==> config.mk <==
export PLATFORM = sky130hd
export DESIGN_NAME = rr_mux16_arbiter_flat
export DESIGN_NICKNAME = d
export VERILOG_FILES = /design/src/rtl/rr_mux16_arbiter_pkg.sv /design/src/rtl/rr_mux16_arbiter_if.sv /design/src/rtl/mux16x1_using_4x1.sv /design/src/rtl/rr_mux16_arbiter_pick16.sv /design/src/rtl/rr_mux16_arbiter.sv /design/src/flat_wrapper.sv
export SDC_FILE = /design/constraint.sdc
export NUM_CORES = 1
export LEC_CHECK = 0
export BUFFER_PORTS_ARGS = -buffer_cell sky130_fd_sc_hd__clkbuf_2
export CAP_MARGIN = 20
export CELL_PAD_IN_SITES_DETAIL_PLACEMENT = 2
export CELL_PAD_IN_SITES_GLOBAL_PLACEMENT = 2
export CORE_MARGIN = 2
export CORE_UTILIZATION = 37
export CTS_BUF_LIST = sky130_fd_sc_hd__clkbuf_4
export DETAILED_ROUTE_END_ITERATION = 6
export PLACE_DENSITY = 0.84
export SLEW_MARGIN = 40
export SYNTH_ARGS = -nofsm -noshare
export SYNTH_HDL_FRONTEND = slang
export SYNTH_SLANG_ARGS = --single-unit
==> constraint.sdc <==
create_clock -name clk -period 5.35 [get_ports clk]
set_input_delay 0.8025 -clock clk [delete_from_list [all_inputs] [get_ports clk]]
set_output_delay 0.8025 -clock clk [all_outputs]
set_load 0.01 [all_outputs]
==> src/rtl/rr_mux16_arbiter_pkg.sv <==
// Shared types and helpers for the 16-way round-robin mux arbiter.
package rr_mux16_pkg;

  localparam int unsigned N_REQ = 16;
  localparam int unsigned SEL_W = 4;

  // Arbiter phases: no owner, owner active, one-cycle turnaround
  typedef enum logic [1:0] {
    IDLE  = 2'd0,
    GRANT = 2'd1,
    GAP   = 2'd2
  } state_t;

  // Expand a requester index into a one-hot grant vector
  function automatic logic [N_REQ-1:0] onehot16(input logic [SEL_W-1:0] sel);
    return 16'd1 << sel;
  endfunction

endpackage

==> src/rtl/rr_mux16_arbiter_if.sv <==
// Request/data/grant bundle between the requesters and the arbiter.
interface rr_mux16_arbiter_if;
  import rr_mux16_pkg::*;

  logic [N_REQ-1:0] req;
  logic [N_REQ-1:0] data_in;
  logic [SEL_W-1:0] sel;
  logic [N_REQ-1:0] grant;
  logic             gnt_valid;
  logic             out;

  // Requester side: raises requests and supplies data bits
  modport master (
    output req,
    output data_in,
    input  sel,
    input  grant,
    input  gnt_valid,
    input  out
  );

  // Arbiter side: consumes requests, drives grant and channel output
  modport slave (
    input  req,
    input  data_in,
    output sel,
    output grant,
    output gnt_valid,
    output out
  );
endinterface

==> src/rtl/mux16x1_using_4x1.sv <==
// Team datapath: 16:1 bit mux built from a tree of 4:1 muxes.
module mux4x1 (
  input  logic [3:0] in,
  input  logic [1:0] sel,
  output logic       out
);

  // Plain 4-way selection
  always_comb begin
    case (sel)
      2'd0:    out = in[0];
      2'd1:    out = in[1];
      2'd2:    out = in[2];
      2'd3:    out = in[3];
      default: out = 1'b0;
    endcase
  end

endmodule

module mux16x1_using_4x1 (
  input  logic [15:0] in,
  input  logic [3:0]  sel,
  output logic        out
);

  logic [3:0] lvl1_s;

  mux4x1 u_m0 (.in(in[3:0]),   .sel(sel[1:0]), .out(lvl1_s[0]));
  mux4x1 u_m1 (.in(in[7:4]),   .sel(sel[1:0]), .out(lvl1_s[1]));
  mux4x1 u_m2 (.in(in[11:8]),  .sel(sel[1:0]), .out(lvl1_s[2]));
  mux4x1 u_m3 (.in(in[15:12]), .sel(sel[1:0]), .out(lvl1_s[3]));
  mux4x1 u_m4 (.in(lvl1_s),    .sel(sel[3:2]), .out(out));

endmodule

==> src/rtl/rr_mux16_arbiter_pick16.sv <==
// Rotating-priority picker: first set request at or after ptr, wrapping.
module rr_pick16
  import rr_mux16_pkg::*;
(
  input  logic [N_REQ-1:0] req,
  input  logic [SEL_W-1:0] ptr,
  output logic             any,
  output logic [SEL_W-1:0] idx
);

  logic [SEL_W-1:0] off_s;

  // Scan downward so the smallest offset from ptr wins
  always_comb begin
    off_s = 4'd0;
    for (int i = 15; i >= 0; i--) begin
      if (req[ptr + 4'(i)]) begin
        off_s = 4'(i);
      end else begin
        off_s = off_s;
      end
    end
  end

  assign any = |req;
  assign idx = ptr + off_s;

endmodule

==> src/rtl/rr_mux16_arbiter.sv <==
// Round-robin owner of a shared 16:1 mux channel with bounded bursts
// and a one-cycle idle turnaround on every handover.
module rr_mux16_arbiter
  import rr_mux16_pkg::*;
#(
  parameter int unsigned MAX_HOLD = 8
) (
  input logic             clk,
  input logic             rst,
  rr_mux16_arbiter_if.slave bus
);

  localparam logic [7:0] MAX_HOLD_C = 8'(MAX_HOLD);

  state_t           state_r;
  logic [SEL_W-1:0] ptr_r;
  logic [7:0]       hold_cnt_r;
  logic [SEL_W-1:0] sel_r;
  logic [N_REQ-1:0] grant_r;
  logic             gnt_valid_r;

  logic             pick_any_s;
  logic [SEL_W-1:0] pick_idx_s;
  logic             own_req_s;
  logic             others_s;
  logic             hold_max_s;
  logic             mux_out_s;

  rr_pick16 u_pick (
    .req (bus.req),
    .ptr (ptr_r),
    .any (pick_any_s),
    .idx (pick_idx_s)
  );

  // Current owner still asking, anyone else asking, burst limit reached
  always_comb begin
    own_req_s  = bus.req[sel_r];
    others_s   = |(bus.req & ~onehot16(sel_r));
    hold_max_s = (hold_cnt_r == MAX_HOLD_C);
  end

  // Arbitration FSM; grant/sel/gnt_valid are registered with the state
  always_ff @(posedge clk) begin
    if (rst) begin
      state_r     <= IDLE;
      ptr_r       <= 4'd0;
      hold_cnt_r  <= 8'd0;
      sel_r       <= 4'd0;
      grant_r     <= 16'd0;
      gnt_valid_r <= 1'b0;
    end else begin
      case (state_r)
        IDLE, GAP: begin
          // ptr was already advanced when the previous owner released
          if (pick_any_s) begin
            state_r     <= GRANT;
            sel_r       <= pick_idx_s;
            grant_r     <= onehot16(pick_idx_s);
            gnt_valid_r <= 1'b1;
            hold_cnt_r  <= 8'd1;
          end else begin
            state_r     <= IDLE;
            grant_r     <= 16'd0;
            gnt_valid_r <= 1'b0;
          end
        end
        GRANT: begin
          if (!own_req_s || (hold_max_s && others_s)) begin
            // Release (voluntary or forced); sel keeps the last owner
            state_r     <= GAP;
            ptr_r       <= sel_r + 4'd1;
            grant_r     <= 16'd0;
            gnt_valid_r <= 1'b0;
          end else if (hold_max_s) begin
            // Nobody else waiting: keep the channel, counter saturates
            state_r     <= GRANT;
            hold_cnt_r  <= MAX_HOLD_C;
          end else begin
            state_r     <= GRANT;
            hold_cnt_r  <= hold_cnt_r + 8'd1;
          end
        end
        default: begin
          state_r     <= IDLE;
          ptr_r       <= 4'd0;
          hold_cnt_r  <= 8'd0;
          grant_r     <= 16'd0;
          gnt_valid_r <= 1'b0;
        end
      endcase
    end
  end

  mux16x1_using_4x1 u_mux (
    .in  (bus.data_in),
    .sel (sel_r),
    .out (mux_out_s)
  );

  assign bus.sel       = sel_r;
  assign bus.grant     = grant_r;
  assign bus.gnt_valid = gnt_valid_r;
  assign bus.out       = mux_out_s & gnt_valid_r;

endmodule

==> src/flat_wrapper.sv <==
// flat-port wrapper written by rule: the top's interface ports become plain ports
module rr_mux16_arbiter_flat import rr_mux16_pkg::*;
#(
  parameter int unsigned MAX_HOLD = 8
)
  (clk, rst, bus_req, bus_data_in, bus_sel, bus_grant, bus_gnt_valid, bus_out);
  rr_mux16_arbiter_if bus_i ();
  input logic clk;
  input logic rst;
  input wire logic [$bits(bus_i.req)-1:0] bus_req;
  input wire logic [$bits(bus_i.data_in)-1:0] bus_data_in;
  output wire logic [$bits(bus_i.sel)-1:0] bus_sel;
  output wire logic [$bits(bus_i.grant)-1:0] bus_grant;
  output wire logic [$bits(bus_i.gnt_valid)-1:0] bus_gnt_valid;
  output wire logic [$bits(bus_i.out)-1:0] bus_out;
  assign bus_i.req = bus_req;
  assign bus_i.data_in = bus_data_in;
  assign bus_sel = bus_i.sel;
  assign bus_grant = bus_i.grant;
  assign bus_gnt_valid = bus_i.gnt_valid;
  assign bus_out = bus_i.out;
  rr_mux16_arbiter #(.MAX_HOLD(MAX_HOLD)) u_core (.clk(clk), .rst(rst), .bus(bus_i));
endmodule
==> flow_summary_export.csv <==
group,metric,value,unit
status,status,"finished, final reports clean",
clock_network,clockBufferDepth,2,
clock_network,cts-root-buf,"clkbuf_4",
clock_network,ctsHtreeMaxLevel,2,
clock_network,clkLatencyLatePin,340,ps
setup_path,crit_required,5640,ps
finish,antennaDiodeCount,0,
synthesis,yosysWarnings,0,
synthesis,synth_area_leaders,"dfxtp_1 21%, mux4_1 11%, mux4_2 7.9%",
setup_path,worst_ep_arrival_time,5030,ps
route,dr.pass1.iters,4,
die,dieArea,10000,µm²
synthesis,netlist_instances,351,
global_route,grt-ovfl-total,0,
worst_hold_path,holdPathEnd,"u_core.bus.grant[15]$_SDFFE_PP0N_",
power_and_ir_drop,ir_drop,0.000119,V
synthesis,netlist_area,3410,µm²
timing,clock_skew,11.2,ps
finish,fin_cells,510,
route,wirelength_met1,4.95,mm
route,wl_per_cell,22.5,µm
timing,finalHoldViolations,0,
setup_path,reg2reg_depth,16,
synthesis,synth_xor_area_share,3.85,%
clock_network,cts_hold_buf,0,
route,vias_per_cell,6.21,
finish,drive_gt1_share,26.1,%
timing,worst_pin_slew,803,ps
setup_path,start_kind,"flip-flop",
timing,timing.final.crit_period,4740,ps
die,die_h,100,µm
clock_network,cts.sinks,35,
synthesis,seq_area_frac_synth,20.5,%
global_route,grt_pass1_wl,18.9,mm
finish,final_area,3830,µm²
die,start_util,37.5,%
clock_network,post_cts_buffers,0,
timing,period_share,88.7,%
clock_network,cts_tree,"yes",
die,num_rows,35,
synthesis,synth-async-reset-ratio,0,%
global_route,antenna_found_initial,0,
synthesis,synthDistinctLibCells,66,
clock_network,path_clk_slew,120,ps
route,vias,3165,
route,wl_met2,5.96,mm
synthesis,yosys.area_share.adder,7.55,%
setup_path,rr_startpoint,"u_core.ptr_r[1]$_SDFFE_PP0P_",
global_route,grt_max_degree,24,
die,core_area,9110,µm²
synthesis,synth_compound_gate_area_share,17.1,%
route,drc,0,
setup_path,reg2reg_to,"u_core.bus.grant[1]$_SDFFE_PP0N_",
synthesis,synth-edff-count,0,
worst_hold_path,worstHoldStart,"u_core.bus.grant[15]$_SDFFE_PP0N_",
global_route,grt_pass1_vias,3472,
setup_path,reg2reg_slack,610,ps
setup_path,crit_type,"flip-flop to flip-flop",
timing,rsz0062_at_grt,"no",
timing,setup_viol,0,
place,gp_congestion,0.833,
finish,layout.nets,453,
finish,syn_to_final_growth,12.2,%
timing,drv_slew,0,
timing,fmax,211,MHz
synthesis,synth-seq-cells,35,
worst_hold_path,hold_path_class,"flip-flop to flip-flop",
clock_network,numCtsBuffers,5,
flow_run,cap_viol_max_count,0,
power_and_ir_drop,p_leak,1.53,nW
place,place_inst,503,
route,top_layer,"met4",
route,finalWirelength,11.5,mm
route,routed-wl-met3,426,µm
finish,nFillCells,1023,
die,io_pins,56,
synthesis,avgSynthCellArea,9.72,µm²
die,die-width,100,µm
power_and_ir_drop,p_per_area,343,nW/µm²
timing,relSlewSlack,46.4,%
synthesis,synthFlopType,"dfxtp_1",
synthesis,synth_fp_nets,405,
synthesis,synth_top_area_cell,"dfxtp_1",
synthesis,synth_top_family_by_area,"multiplexers",
global_route,grt_util_all_layers,23.8,%
place,port_buffers,55,
synthesis,synth_top_cell_area_share,20.5,%
place,dpl_cell_area,3780,µm²
synthesis,yosys.area_share.simple,18.2,%
setup_path,endpoint_kind,"flip-flop",
route,antenna_left,0,
route,drt_iter0_markers,108,
place,dp_hpwl,8.90,mm
power_and_ir_drop,power,0.00132,W
timing,tns,0,ps
clock_network,cts_resized,0,
setup_path,path_max_fanout,8,
worst_hold_path,holdPathStages,2,
synthesis,synth.area.mux_share,28.8,%
flip-flops by register name (all words and copies together), names as in the netlist:
signal                flops
u_core.bus.sel            4
u_core.bus.gnt_valid      1
u_core.ptr_r              4
u_core.hold_cnt_r         8
u_core.bus.grant         16
u_core.state_r            2
cell usage after synthesis (9+ instances only):
master    count
mux4_1       14
o21ai_1       9
xnor2_1      10
mux2i_1      19
mux4_2       12
nand2_1      24
mux2_2       10
dfxtp_1      35
clkbuf_1     12
inv_1        14
nor2_1       23
a21oi_1      16
ha_1         19
o21ai_0       9
layout by cell type (no fill, tap or decap), drive strengths merged, types with 4 or more instances in the layout:
cell and instances:
buf 5, clkbuf 60, nand3 5, nand2b 8, nor2 24, xor2 5
nand2 24, mux4 26, mux2 10, and3 4, ha 19, a222oi 5
xnor2 10, o21ai 18, mux2i 22, nand4 8, inv 14, nand3b 4
dfxtp 35, or3 5, a21oi 16, nor2b 4, nor4 6, a22o 8
power breakdown:
| part | internal (W) | switching, W |
|---|---|---|
| registers | 0.000291 | 0.0000517 |
| logic | 0.000368 | 0.000465 |
| clock network | 0.0000466 | 0.0000929 |
| total | 0.000705 | 0.000610 |
cell type report:
type                            instances  area [µm²]  area share [%]
Multi-Input combinational cell        283        2580            67.3
Timing Repair Buffer                   60         313            8.17
Inverter                               14        52.6            1.37
Clock inverter                          2        8.76           0.229
Tap cell                              111         139            3.63
Clock buffer                            5        37.5           0.980
Sequential cell                        35         701            18.3
per-layer routing:
metal  vias up  track usage, %
met3        11            3.90
met1      1620            30.4
li1       1462               -
met2        72            42.2
met4         0            5.48
met5         -               0
kinds of logic (layout without fill, tap and decap cells):
logic type,count (synthesis),count (layout)
XOR/XNOR,15,15
AND/OR/NAND/NOR,109,109
multiplexers,58,58
adder cells (fa/ha/maj),20,20
buffers and inverters,33,81
flip-flops,35,35
AO/OA/AOI/OAI,81,81
worst max path at each step:
stage                                            end  slack [ps]                          from  depth (start not counted)
CTS                 u_core.bus.grant[8]$_SDFFE_PP0N_         570  u_core.ptr_r[1]$_SDFFE_PP0P_                         14
finish              u_core.bus.grant[1]$_SDFFE_PP0N_         610  u_core.ptr_r[1]$_SDFFE_PP0P_                         16
detailed placement  u_core.bus.grant[1]$_SDFFE_PP0N_         490                   bus_req[14]                         13
global route        u_core.bus.grant[1]$_SDFFE_PP0N_         230  u_core.ptr_r[1]$_SDFFE_PP0P_                         14
global placement    u_core.bus.grant[1]$_SDFFE_PP0N_         850                    bus_req[8]                         13
floorplan           u_core.bus.grant[0]$_SDFFE_PP0N_         840  u_core.ptr_r[1]$_SDFFE_PP0P_                         18
worst max-delay path, cell delays in order, from the launching register on:
cell and delay (ps):
dfxtp_1 350, inv_1 140, ha_1 540, mux4_2 580
mux2i_1 240, mux2i_1 180, o211ai_1 240, nand3_1 100
a311oi_1 370, o22ai_1 190, ha_1 320, a21o_1 180
a21oi_1 250, xor2_1 320, nand2_1 150, mux2i_1 360
a22o_1 200
stage by stage:
step / utilization, % / hold slack, ps / worst slack (ps)
after floorplan: - / 456 / 842
after global placement: 41.5 / 439 / 853
after detailed placement: 41.5 / 452 / 494
after CTS: 42.0 / 468 / 571
after global routing: 42.0 / 491 / 232
final: 42.0 / 461 / 607
No activity file was read; power rests on OpenSTA's default activity.
